<file path="config.mk">
export PLATFORM = sky130hd
export DESIGN_NAME = emulador_de_teclado_flat
export DESIGN_NICKNAME = d
export VERILOG_FILES = /design/src/rtl/emulador_de_teclado_pkg.sv /design/src/rtl/emulador_de_teclado_if.sv /design/src/rtl/emulador_de_teclado.sv /design/src/flat_wrapper.sv
export SDC_FILE = /design/constraint.sdc
export NUM_CORES = 1
export LEC_CHECK = 0
export CORE_MARGIN = 2
export CORE_UTILIZATION = 45
export DETAILED_ROUTE_END_ITERATION = 16
export PLACE_DENSITY = 0.67
export RECOVER_POWER = 25
export SETUP_SLACK_MARGIN = 0.1
export SLEW_MARGIN = 0
export SYNTH_ARGS = -nofsm -noshare
export SYNTH_HDL_FRONTEND = slang
export SYNTH_SLANG_ARGS = --single-unit
</file>
<file path="constraint.sdc">
create_clock -name clk -period 2.4 [get_ports clk]
set_input_delay 0.6 -clock clk [delete_from_list [all_inputs] [get_ports clk]]
set_output_delay 0.6 -clock clk [all_outputs]
set_load 0.005 [all_outputs]
</file>
<file path="src/rtl/emulador_de_teclado_pkg.sv">
// Shared definitions for the 4x4 keypad emulator/decoder pair: key map,
// code <-> (row,col) conversion and the emulator state type.
package teclado_pkg;

    typedef enum logic [1:0] {
        IDLE    = 2'd0,
        BOUNCE  = 2'd1,
        HOLD    = 2'd2,
        RELEASE = 2'd3
    } estado_emul_t;

    typedef struct packed {
        logic [1:0] row;
        logic [1:0] col;
    } rowcol_t;

    // Indexed by {row, col}; every hex code appears exactly once
    localparam logic [3:0] KEY_MAP [16] = '{
        4'h1, 4'h2, 4'h3, 4'hA,
        4'h4, 4'h5, 4'h6, 4'hB,
        4'h7, 4'h8, 4'h9, 4'hC,
        4'hF, 4'h0, 4'hE, 4'hD
    };

    localparam int HOLD_CYCLES_DEF    = 140;
    localparam int BOUNCE_PERIOD_DEF  = 8;
    localparam int BOUNCE_TOGGLES_DEF = 6;
    localparam int RELEASE_CYCLES_DEF = 140;
    localparam int CNT_W_DEF          = 8;

    function automatic rowcol_t key_to_rowcol(input logic [3:0] code);
        rowcol_t rc;
        rc = '0;
        for (int i = 0; i < 16; i++) begin
            if (KEY_MAP[i] == code) begin
                rc = rowcol_t'(4'(i));
            end else begin
                rc = rc;
            end
        end
        return rc;
    endfunction

    function automatic logic [3:0] rowcol_to_key(input logic [1:0] r, input logic [1:0] c);
        return KEY_MAP[{r, c}];
    endfunction

endpackage

</file>
<file path="src/rtl/emulador_de_teclado_if.sv">
// Command handshake and status bundle between a key-request source and the
// keypad emulator.
interface emulador_de_teclado_if;
    logic       cmd_valid;
    logic       cmd_ready;
    logic [3:0] cmd_key;
    logic       cmd_bounce;
    logic       cancel;
    logic       busy;
    logic       done;

    modport master (
        output cmd_valid, cmd_key, cmd_bounce, cancel,
        input  cmd_ready, busy, done
    );

    modport slave (
        input  cmd_valid, cmd_key, cmd_bounce, cancel,
        output cmd_ready, busy, done
    );
endinterface

</file>
<file path="src/rtl/emulador_de_teclado.sv">
// 4x4 matrix-keypad switch emulator: presses the requested key (optionally
// bouncing), holds it, releases it and pulses done.
module emulador_de_teclado
    import teclado_pkg::*;
#(
    parameter int HOLD_CYCLES    = HOLD_CYCLES_DEF,
    parameter int BOUNCE_PERIOD  = BOUNCE_PERIOD_DEF,
    parameter int BOUNCE_TOGGLES = BOUNCE_TOGGLES_DEF,
    parameter int RELEASE_CYCLES = RELEASE_CYCLES_DEF,
    parameter int CNT_W          = CNT_W_DEF
) (
    input  logic                   clk,
    input  logic                   rst,
    input  logic [3:0]             lin_matriz,
    output logic [3:0]             col_matriz,
    emulador_de_teclado_if.slave   cmd
);

    localparam logic [CNT_W-1:0] HOLD_LOAD    = CNT_W'(HOLD_CYCLES - 1);
    localparam logic [CNT_W-1:0] PERIOD_LOAD  = CNT_W'(BOUNCE_PERIOD - 1);
    localparam logic [CNT_W-1:0] TOGGLE_LOAD  = CNT_W'(BOUNCE_TOGGLES - 1);
    localparam logic [CNT_W-1:0] RELEASE_LOAD = CNT_W'(RELEASE_CYCLES - 1);
    localparam logic [CNT_W-1:0] CNT_ONE      = CNT_W'(1);

    estado_emul_t     state_r;
    estado_emul_t     state_s;
    logic [CNT_W-1:0] cnt_r;
    logic [CNT_W-1:0] tog_r;
    logic             contato_r;
    logic [1:0]       row_r;
    logic [1:0]       col_r;
    logic             done_r;
    rowcol_t          key_rc_s;
    logic             cnt_zero_s;

    assign key_rc_s   = key_to_rowcol(cmd.cmd_key);
    assign cnt_zero_s = (cnt_r == '0);

    // State register
    always_ff @(posedge clk) begin
        if (rst) begin
            state_r <= IDLE;
        end else begin
            state_r <= state_s;
        end
    end

    // Next-state logic; cancel outranks phase completion
    always_comb begin
        state_s = state_r;
        case (state_r)
            IDLE: begin
                if (cmd.cmd_valid) begin
                    state_s = cmd.cmd_bounce ? BOUNCE : HOLD;
                end else begin
                    state_s = IDLE;
                end
            end
            BOUNCE: begin
                if (cmd.cancel) begin
                    state_s = RELEASE;
                end else if (cnt_zero_s && (tog_r == '0)) begin
                    state_s = HOLD;
                end else begin
                    state_s = BOUNCE;
                end
            end
            HOLD: begin
                if (cmd.cancel || cnt_zero_s) begin
                    state_s = RELEASE;
                end else begin
                    state_s = HOLD;
                end
            end
            RELEASE: begin
                if (cnt_zero_s) begin
                    state_s = IDLE;
                end else begin
                    state_s = RELEASE;
                end
            end
            default: state_s = IDLE;
        endcase
    end

    // Counters, contact level, latched key position and done pulse
    always_ff @(posedge clk) begin
        if (rst) begin
            cnt_r     <= '0;
            tog_r     <= '0;
            contato_r <= 1'b0;
            row_r     <= 2'd0;
            col_r     <= 2'd0;
            done_r    <= 1'b0;
        end else begin
            done_r <= (state_r == RELEASE) && cnt_zero_s;
            case (state_r)
                IDLE: begin
                    if (cmd.cmd_valid) begin
                        row_r     <= key_rc_s.row;
                        col_r     <= key_rc_s.col;
                        contato_r <= 1'b1;
                        cnt_r     <= cmd.cmd_bounce ? PERIOD_LOAD : HOLD_LOAD;
                        tog_r     <= TOGGLE_LOAD;
                    end else begin
                        contato_r <= 1'b0;
                    end
                end
                BOUNCE: begin
                    if (cmd.cancel) begin
                        contato_r <= 1'b0;
                        cnt_r     <= RELEASE_LOAD;
                    end else if (cnt_zero_s) begin
                        // An even toggle count leaves the contact closed entering HOLD
                        contato_r <= ~contato_r;
                        if (tog_r == '0) begin
                            cnt_r <= HOLD_LOAD;
                        end else begin
                            cnt_r <= PERIOD_LOAD;
                            tog_r <= tog_r - CNT_ONE;
                        end
                    end else begin
                        cnt_r <= cnt_r - CNT_ONE;
                    end
                end
                HOLD: begin
                    if (cmd.cancel || cnt_zero_s) begin
                        contato_r <= 1'b0;
                        cnt_r     <= RELEASE_LOAD;
                    end else begin
                        cnt_r <= cnt_r - CNT_ONE;
                    end
                end
                RELEASE: begin
                    if (!cnt_zero_s) begin
                        cnt_r <= cnt_r - CNT_ONE;
                    end else begin
                        cnt_r <= cnt_r;
                    end
                end
                default: begin
                    contato_r <= 1'b0;
                    cnt_r     <= '0;
                end
            endcase
        end
    end

    // Switch model: column follows the latched row drive with no delay
    always_comb begin
        col_matriz    = 4'b1111;
        cmd.cmd_ready = (state_r == IDLE);
        cmd.busy      = (state_r != IDLE);
        cmd.done      = done_r;
        if (contato_r && !lin_matriz[row_r]) begin
            col_matriz = ~(4'b0001 << col_r);
        end else begin
            col_matriz = 4'b1111;
        end
    end

endmodule

</file>
<file path="src/flat_wrapper.sv">
// flat-port wrapper written by rule: the top's interface ports become plain ports
module emulador_de_teclado_flat import teclado_pkg::*;
#(
    parameter int HOLD_CYCLES    = HOLD_CYCLES_DEF,
    parameter int BOUNCE_PERIOD  = BOUNCE_PERIOD_DEF,
    parameter int BOUNCE_TOGGLES = BOUNCE_TOGGLES_DEF,
    parameter int RELEASE_CYCLES = RELEASE_CYCLES_DEF,
    parameter int CNT_W          = CNT_W_DEF
)
  (clk, rst, lin_matriz, col_matriz, cmd_cmd_valid, cmd_cmd_key, cmd_cmd_bounce, cmd_cancel, cmd_cmd_ready, cmd_busy, cmd_done);
  emulador_de_teclado_if cmd_i ();
  input  logic clk;
  input  logic rst;
  input  logic [3:0] lin_matriz;
  output logic [3:0] col_matriz;
  input wire logic [$bits(cmd_i.cmd_valid)-1:0] cmd_cmd_valid;
  input wire logic [$bits(cmd_i.cmd_key)-1:0] cmd_cmd_key;
  input wire logic [$bits(cmd_i.cmd_bounce)-1:0] cmd_cmd_bounce;
  input wire logic [$bits(cmd_i.cancel)-1:0] cmd_cancel;
  output wire logic [$bits(cmd_i.cmd_ready)-1:0] cmd_cmd_ready;
  output wire logic [$bits(cmd_i.busy)-1:0] cmd_busy;
  output wire logic [$bits(cmd_i.done)-1:0] cmd_done;
  assign cmd_i.cmd_valid = cmd_cmd_valid;
  assign cmd_i.cmd_key = cmd_cmd_key;
  assign cmd_i.cmd_bounce = cmd_cmd_bounce;
  assign cmd_i.cancel = cmd_cancel;
  assign cmd_cmd_ready = cmd_i.cmd_ready;
  assign cmd_busy = cmd_i.busy;
  assign cmd_done = cmd_i.done;
  emulador_de_teclado #(.HOLD_CYCLES(HOLD_CYCLES), .BOUNCE_PERIOD(BOUNCE_PERIOD), .BOUNCE_TOGGLES(BOUNCE_TOGGLES), .RELEASE_CYCLES(RELEASE_CYCLES), .CNT_W(CNT_W)) u_core (.clk(clk), .rst(rst), .lin_matriz(lin_matriz), .col_matriz(col_matriz), .cmd(cmd_i));
endmodule
</file>
# [Word-level counts from Yosys, hierarchy flattened]
# Index checks and enable logic that the tools add are counted.
[op_classes] order_cmp=1 add_sub_neg=2 n_reduce_logical=16 n_eq_ne=24 n_mux=43 shifts=1 bitwise_logic=2
[ops] cell="8-bit two-way mux" n=11
[ops] cell="4-bit two-way mux" n=9
[ops] cell="4-bit equality test, first input constant" n=8
[ops] cell="8-bit case mux with 4 select lines" n=1
[ops] cell="3-bit by 4-bit equality test with 1-bit output, first input constant" n=4
[ops] cell="8-bit logical NOT" n=2
[ops] cell="8-bit case mux with 2 select lines" n=1
[ops] cell="8-bit by 1-bit subtractor with 8-bit output, second input constant" n=2
[ops] cell="2-bit two-way mux" n=7
[ops] cell="3-bit two-way mux" n=4
[ops] cell="2-bit by 4-bit equality test with 1-bit output, first input constant" n=2
[ops] cell="2-bit != test, second input constant" n=4
[ops] cell="2-bit case mux with 4 select lines" n=1
[ops] cell="1-bit two-way mux" n=7
[ops] cell="5-bit AND reduction" n=1
[ops] cell="2-bit equality test, second input constant" n=2
[ops] cell="4-bit logical NOT" n=1
[ops] cell="2-bit by 1-bit != test with 1-bit output, second input constant" n=2
[ops] cell="4-bit NOT" n=1
[ops] cell="2-bit AND reduction" n=2
[ops] cell="2-bit nonzero test" n=2
[ops] cell="1-bit by 2-bit << shifter with 4-bit output, first input constant" n=1
[ops] cell="1-bit logical AND" n=3
[ops] cell="2-bit by 3-bit less-than comparator with 1-bit output, second input constant" n=1
[ops] cell="10 further kinds" n=10
[totals] output_inout_bits=7 ff_bits=24 inputBits=13

# [Logic depth before layout (Yosys ltp)]
[logic_depth] depth_word=16 depth_mapped=7 mapped_depth_nobuf=7

# [Worst setup path after synthesis]
# OpenSTA, ideal clock, no wires.
[synth_timing] path_kind="in2out" from="input port lin_matriz[3]" to="output port col_matriz[0]" t_arrival_ps=1453 path_slack_ps=347 n_path_buf=0 stages=4 cell_sequence="mux4_2 > nor2b_1 > nor2b_1 > nand2b_1"
[synth_between] elab_chain_len=5
[synth_rtl] element="start: declaration" line="flat_wrapper.sv:14" source="input logic [3:0] lin_matriz;"
[synth_rtl] element="1-bit binary-select mux with 2-bit select" line="emulador_de_teclado.sv:155" source="if (contato_r && !lin_matriz[row_r]) begin"
[synth_rtl] element="1-bit two-way mux (not written as such)" line="emulador_de_teclado.sv:155"
[synth_rtl] element="1-bit logical NOT" line="emulador_de_teclado.sv:155"
[synth_rtl] element="1-bit logical AND" line="emulador_de_teclado.sv:155"
[synth_rtl] element="4-bit two-way mux" line="emulador_de_teclado.sv:155"
[synth_rtl] element="end: declaration" line="flat_wrapper.sv:15" source="output logic [3:0] col_matriz;"
# Every way passes these cells. The select of a mux whose other input is x is not followed.

# [Worst setup path in the final report]
[layout_timing] from="register u_core.row_r[0]" to="output port col_matriz[2]"
[layout_between] elab_chain_len=5
[layout_rtl] element="start: declaration" line="emulador_de_teclado.sv:30" source="logic [1:0] row_r;"
[layout_rtl] element="start signal: assignment" line="emulador_de_teclado.sv:100" source="row_r <= key_rc_s.row;"
[layout_rtl] element="1-bit binary-select mux with 2-bit select" line="emulador_de_teclado.sv:155"
[layout_rtl] element="1-bit two-way mux (not written as such)" line="emulador_de_teclado.sv:155"
[layout_rtl] element="1-bit logical NOT" line="emulador_de_teclado.sv:155"
[layout_rtl] element="1-bit logical AND" line="emulador_de_teclado.sv:155"
[layout_rtl] element="4-bit two-way mux" line="emulador_de_teclado.sv:155"
# Every way passes these cells. The select of a mux whose other input is x is not followed.

==> impl_results.md <==
* Cell types occupying the most area after synthesis: sky130_fd_sc_hd__dfxtp_1 30%, sky130_fd_sc_hd__nor2_1 5.9%, sky130_fd_sc_hd__ha_1 5.5%
* Launch point of the worst hold path: u_core.row_r[1]
* Pin count of the biggest net entering global routing at 20
* Insertion delay of the later-clocked pin in the worst-skew pair at 320 ps
* Status: completed
* Leading cell type in the layout, fill and taps excluded: sky130_fd_sc_hd__nor2_1
* Count of inserted antenna diode cells at 0
* Overall die height at 63.5 µm
* Post-detailed-placement cell area at 1900 µm²
* Worst Hold Slack at 480 ps
* Bufs on Longest Clock Path at 2
* Clock tree skew after final layout at 5.46 ps
* Kind of start point of the critical path: register
* Overall overflow remaining after global route at 0
* Adder-cell area share of the yosys netlist at 5.49%
* Wire length of the first global-routing pass at 7090 µm
* Area of the core at 3360 µm²
* Worst-path cell with the longest stage delay: sky130_fd_sc_hd__mux4_2
* DRT Wirelength at 4250 µm
* Power density normalized to cell area at 1220 nW/µm²
* Max H-tree Level at 1
* HPWL after DPL at 3110 µm
* Critical setup path kind: register to output pin
* Fraction of the yosys area taken by sequential cells at 30.1%
* Post-detailed-route via-to-cell ratio at 5.88
* R2R depth at 7
* Violation count after the first detailed-route iteration at 95
* Number of warning messages in the yosys log at 0
* Leakage at 0.771 nW
* Remaining antenna violation count after routing at 0
* Clock tree sinks at 24
* Cell at the root of the clock tree: sky130_fd_sc_hd__clkbuf_4
* CP arrival at 1740 ps
* Maximum net fanout on the critical path at 2
* End of the worst register-to-register path: u_core.tog_r[5]
* Number of enable-type register cells in the synthesized netlist at 0
* Final Cell Area at 1930 µm²
* Cell area after technology mapping at 1590 µm²
* Synthesized area per cell at 7.97 µm²
* Number of remaining DRC errors at 0
* Multiplexer fraction of the synthesized cell area at 3.30%
* Drt first pass iters at 4
* Number of maximum-capacitance constraint violations at 0
* Count of buffering cells on the critical path with inverters included at 2
* Sum of negative setup slack at 0 ps
* Launch instance of the worst register-to-register path: u_core.state_r[1]
* Cell family with most CP delay: multiplexers
* Ys flop type: sky130_fd_sc_hd__dfxtp_1
* Destination of the worst hold path: u_core.row_r[1]
* Maximum achievable frequency at 427 MHz
* Starting Density at 47.4%
* Filler cells at 345
* Cell Rows at 21
* TritonCTS clock tree: done
* Share of cells above drive strength 1 at 19.0%
* Most frequent cells in the layout: 25 x sky130_fd_sc_hd__nor2_1, 21 x sky130_fd_sc_hd__dfxtp_1, 17 x sky130_fd_sc_hd__nand2_1
* Maximum ir drop on the vdd rail at 0.616 mV
* Syn nets at 220
* Cell type with the largest total area after synthesis: sky130_fd_sc_hd__dfxtp_1
* WL/cell at 15.3 µm
* RSZ-0062 raised after global routing: yes
* Critical path capture point type: output pin
* Multi-input gate area in the final layout at 1070 µm²
* WHS Path Cells at 2
* Area share of the largest cell type after synthesis at 30.1%
* Share of flip-flops with an asynchronous set or reset at 0%
* Critical path data required time at 1800 ps
* Critical Path Max Stage Delay at 500 ps
* Routed vias at 1630
* Reg area at 484 µm²
* Weighted congestion reported at the end of routability-driven placement at 0.835
* Synth Area in XOR/XNOR at 3.85%
* Final Max Tran Viols at 0
* Ratio of final minimum period to clock period at 97.5%
* Antenna violations before repair at 0
* Unique cell type count in the Yosys netlist at 52
* Fraction of the mapped netlist area in simple logic gates at 28.3%
* Gr usage total at 22.0%
* Flip-flop and latch count after synthesis at 24
* Slew HR at 53.5%
* Mapped Cells at 200
* Actual slew at the worst max-slew pin at 695 ps
* Number of nets in the finished design at 253
* Clock transition at the register clock pins on the worst setup and hold paths after CTS at 140 ps
* CTS buffer count at 3
* Main combinational cell family by area after synthesis: simple AND/OR/NAND/NOR gates
* I/O pin count at 20
* Setup violators final at 0
* Area growth from synthesis to layout at 21.3%
* Sequence of cells on the critical path: mux4_2 -> nor2b_2 -> buf_4 -> nor2b_4 -> nand2_1 -> buf_2
* Hold Crit Class: register to register
* Complex-gate fraction of the synthesized area at 24.7%
* Hold violation total from the final report at 0
* Via count of the first global-routing pass at 1545
* Area of the die at 4030 µm²
* Flop-to-flop setup slack at 200 ps
* Floorplan die width at 63.5 µm
* Count of input and output buffers at 19
* Minimum clock period after layout at 2340 ps
## timing repair
item                       4_1_cts  5_1_grt
buffers inserted                 1        3
setup endpoints to repair        6        6
pin swaps                        0        1
resized for setup               34        3
hold buffers                     0        0
cloned                           0        0
## worst max path at each step
stage                                from            end  slack (ps)  cells after the start
after detailed placement    lin_matriz[3]  col_matriz[0]        -520                      6
after CTS                 u_core.row_r[0]  col_matriz[0]          50                      6
final                     u_core.row_r[0]  col_matriz[2]          60                      6
after global placement      lin_matriz[3]  col_matriz[2]        -470                      6
after global routing      u_core.row_r[0]  col_matriz[2]         -40                      6
after floorplan             lin_matriz[3]  col_matriz[0]         350                      4
## per-layer routing
metal | up-vias | global-route usage, % | part of all wire [%]
met5 | - | 0 | 0
met4 | 0 | 8.15 | 1.6
met2 | 51 | 37.6 | 51
met1 | 778 | 26.9 | 41
li1 | 791 | - | -
met3 | 10 | 4.82 | 5.6
## worst register-to-register path: stages, from the launching register on
cell and delay [ps]:
sky130_fd_sc_hd__dfxtp_2 360, sky130_fd_sc_hd__inv_1 100, sky130_fd_sc_hd__ha_1 460, sky130_fd_sc_hd__mux2i_1 160, sky130_fd_sc_hd__or4_1 490, sky130_fd_sc_hd__a211oi_1 310, sky130_fd_sc_hd__xnor2_1 160, sky130_fd_sc_hd__nor2_1 60
## kinds of logic after synthesis
kind of cell	count (synthesis)
AND/OR/NAND/NOR	84
AO/OA/AOI/OAI	56
flip-flops	24
buffers and inverters	18
XOR/XNOR	7
adder cells (fa/ha/maj)	7
multiplexers	4
## cells in the mapped netlist (3+ instances only)
cell                       instances
sky130_fd_sc_hd__mux2i_1           3
sky130_fd_sc_hd__nand3_1           5
sky130_fd_sc_hd__clkbuf_1          4
sky130_fd_sc_hd__o21ai_0           7
sky130_fd_sc_hd__a21oi_1          13
sky130_fd_sc_hd__or2_2             4
sky130_fd_sc_hd__a211oi_1          5
sky130_fd_sc_hd__nor2b_1           3
sky130_fd_sc_hd__inv_1            13
sky130_fd_sc_hd__nand2b_1          4
sky130_fd_sc_hd__a31oi_1           7
sky130_fd_sc_hd__dfxtp_1          24
sky130_fd_sc_hd__nor2_1           25
sky130_fd_sc_hd__and3_1            3
sky130_fd_sc_hd__nor3_1            6
sky130_fd_sc_hd__ha_1              7
sky130_fd_sc_hd__nand2_1          17
sky130_fd_sc_hd__xnor2_1           5
## state kept, by name (all words and copies together) (netlist names)
| name | count |
|---|---|
| u_core.cnt_r | 8 |
| u_core.row_r | 2 |
| u_core.state_r | 2 |
| u_core.col_r | 2 |
| u_core.contato_r | 1 |
| u_core.tog_r | 8 |
| u_core.cmd.done | 1 |
## through the flow
stage                     total power, W  utilization (%)  worst slack, ps  instances
final                            0.00236             57.5             59.3        277
after global routing             0.00255             57.5            -39.4        277
after CTS                        0.00230             56.5             48.4        274
after detailed placement         0.00209             56.4             -521        270
after global placement           0.00204             56.4             -474        270
after floorplan                  0.00168                -              347        200
## where the power goes
part	switching, W	internal, W
combinational	0.000827	0.000682
sequential	0.000138	0.000528
clock	0.000126	0.0000589
## cell type report
type / count / share of cell area [%]
multi-input combinational: 158 / 55.3
sequential: 24 / 25.0
timing repair buffer: 33 / 13.0
tap: 46 / 2.98
inverter: 13 / 2.52
clock buffer: 3 / 1.17
No activity file was read; power rests on OpenSTA's default activity.
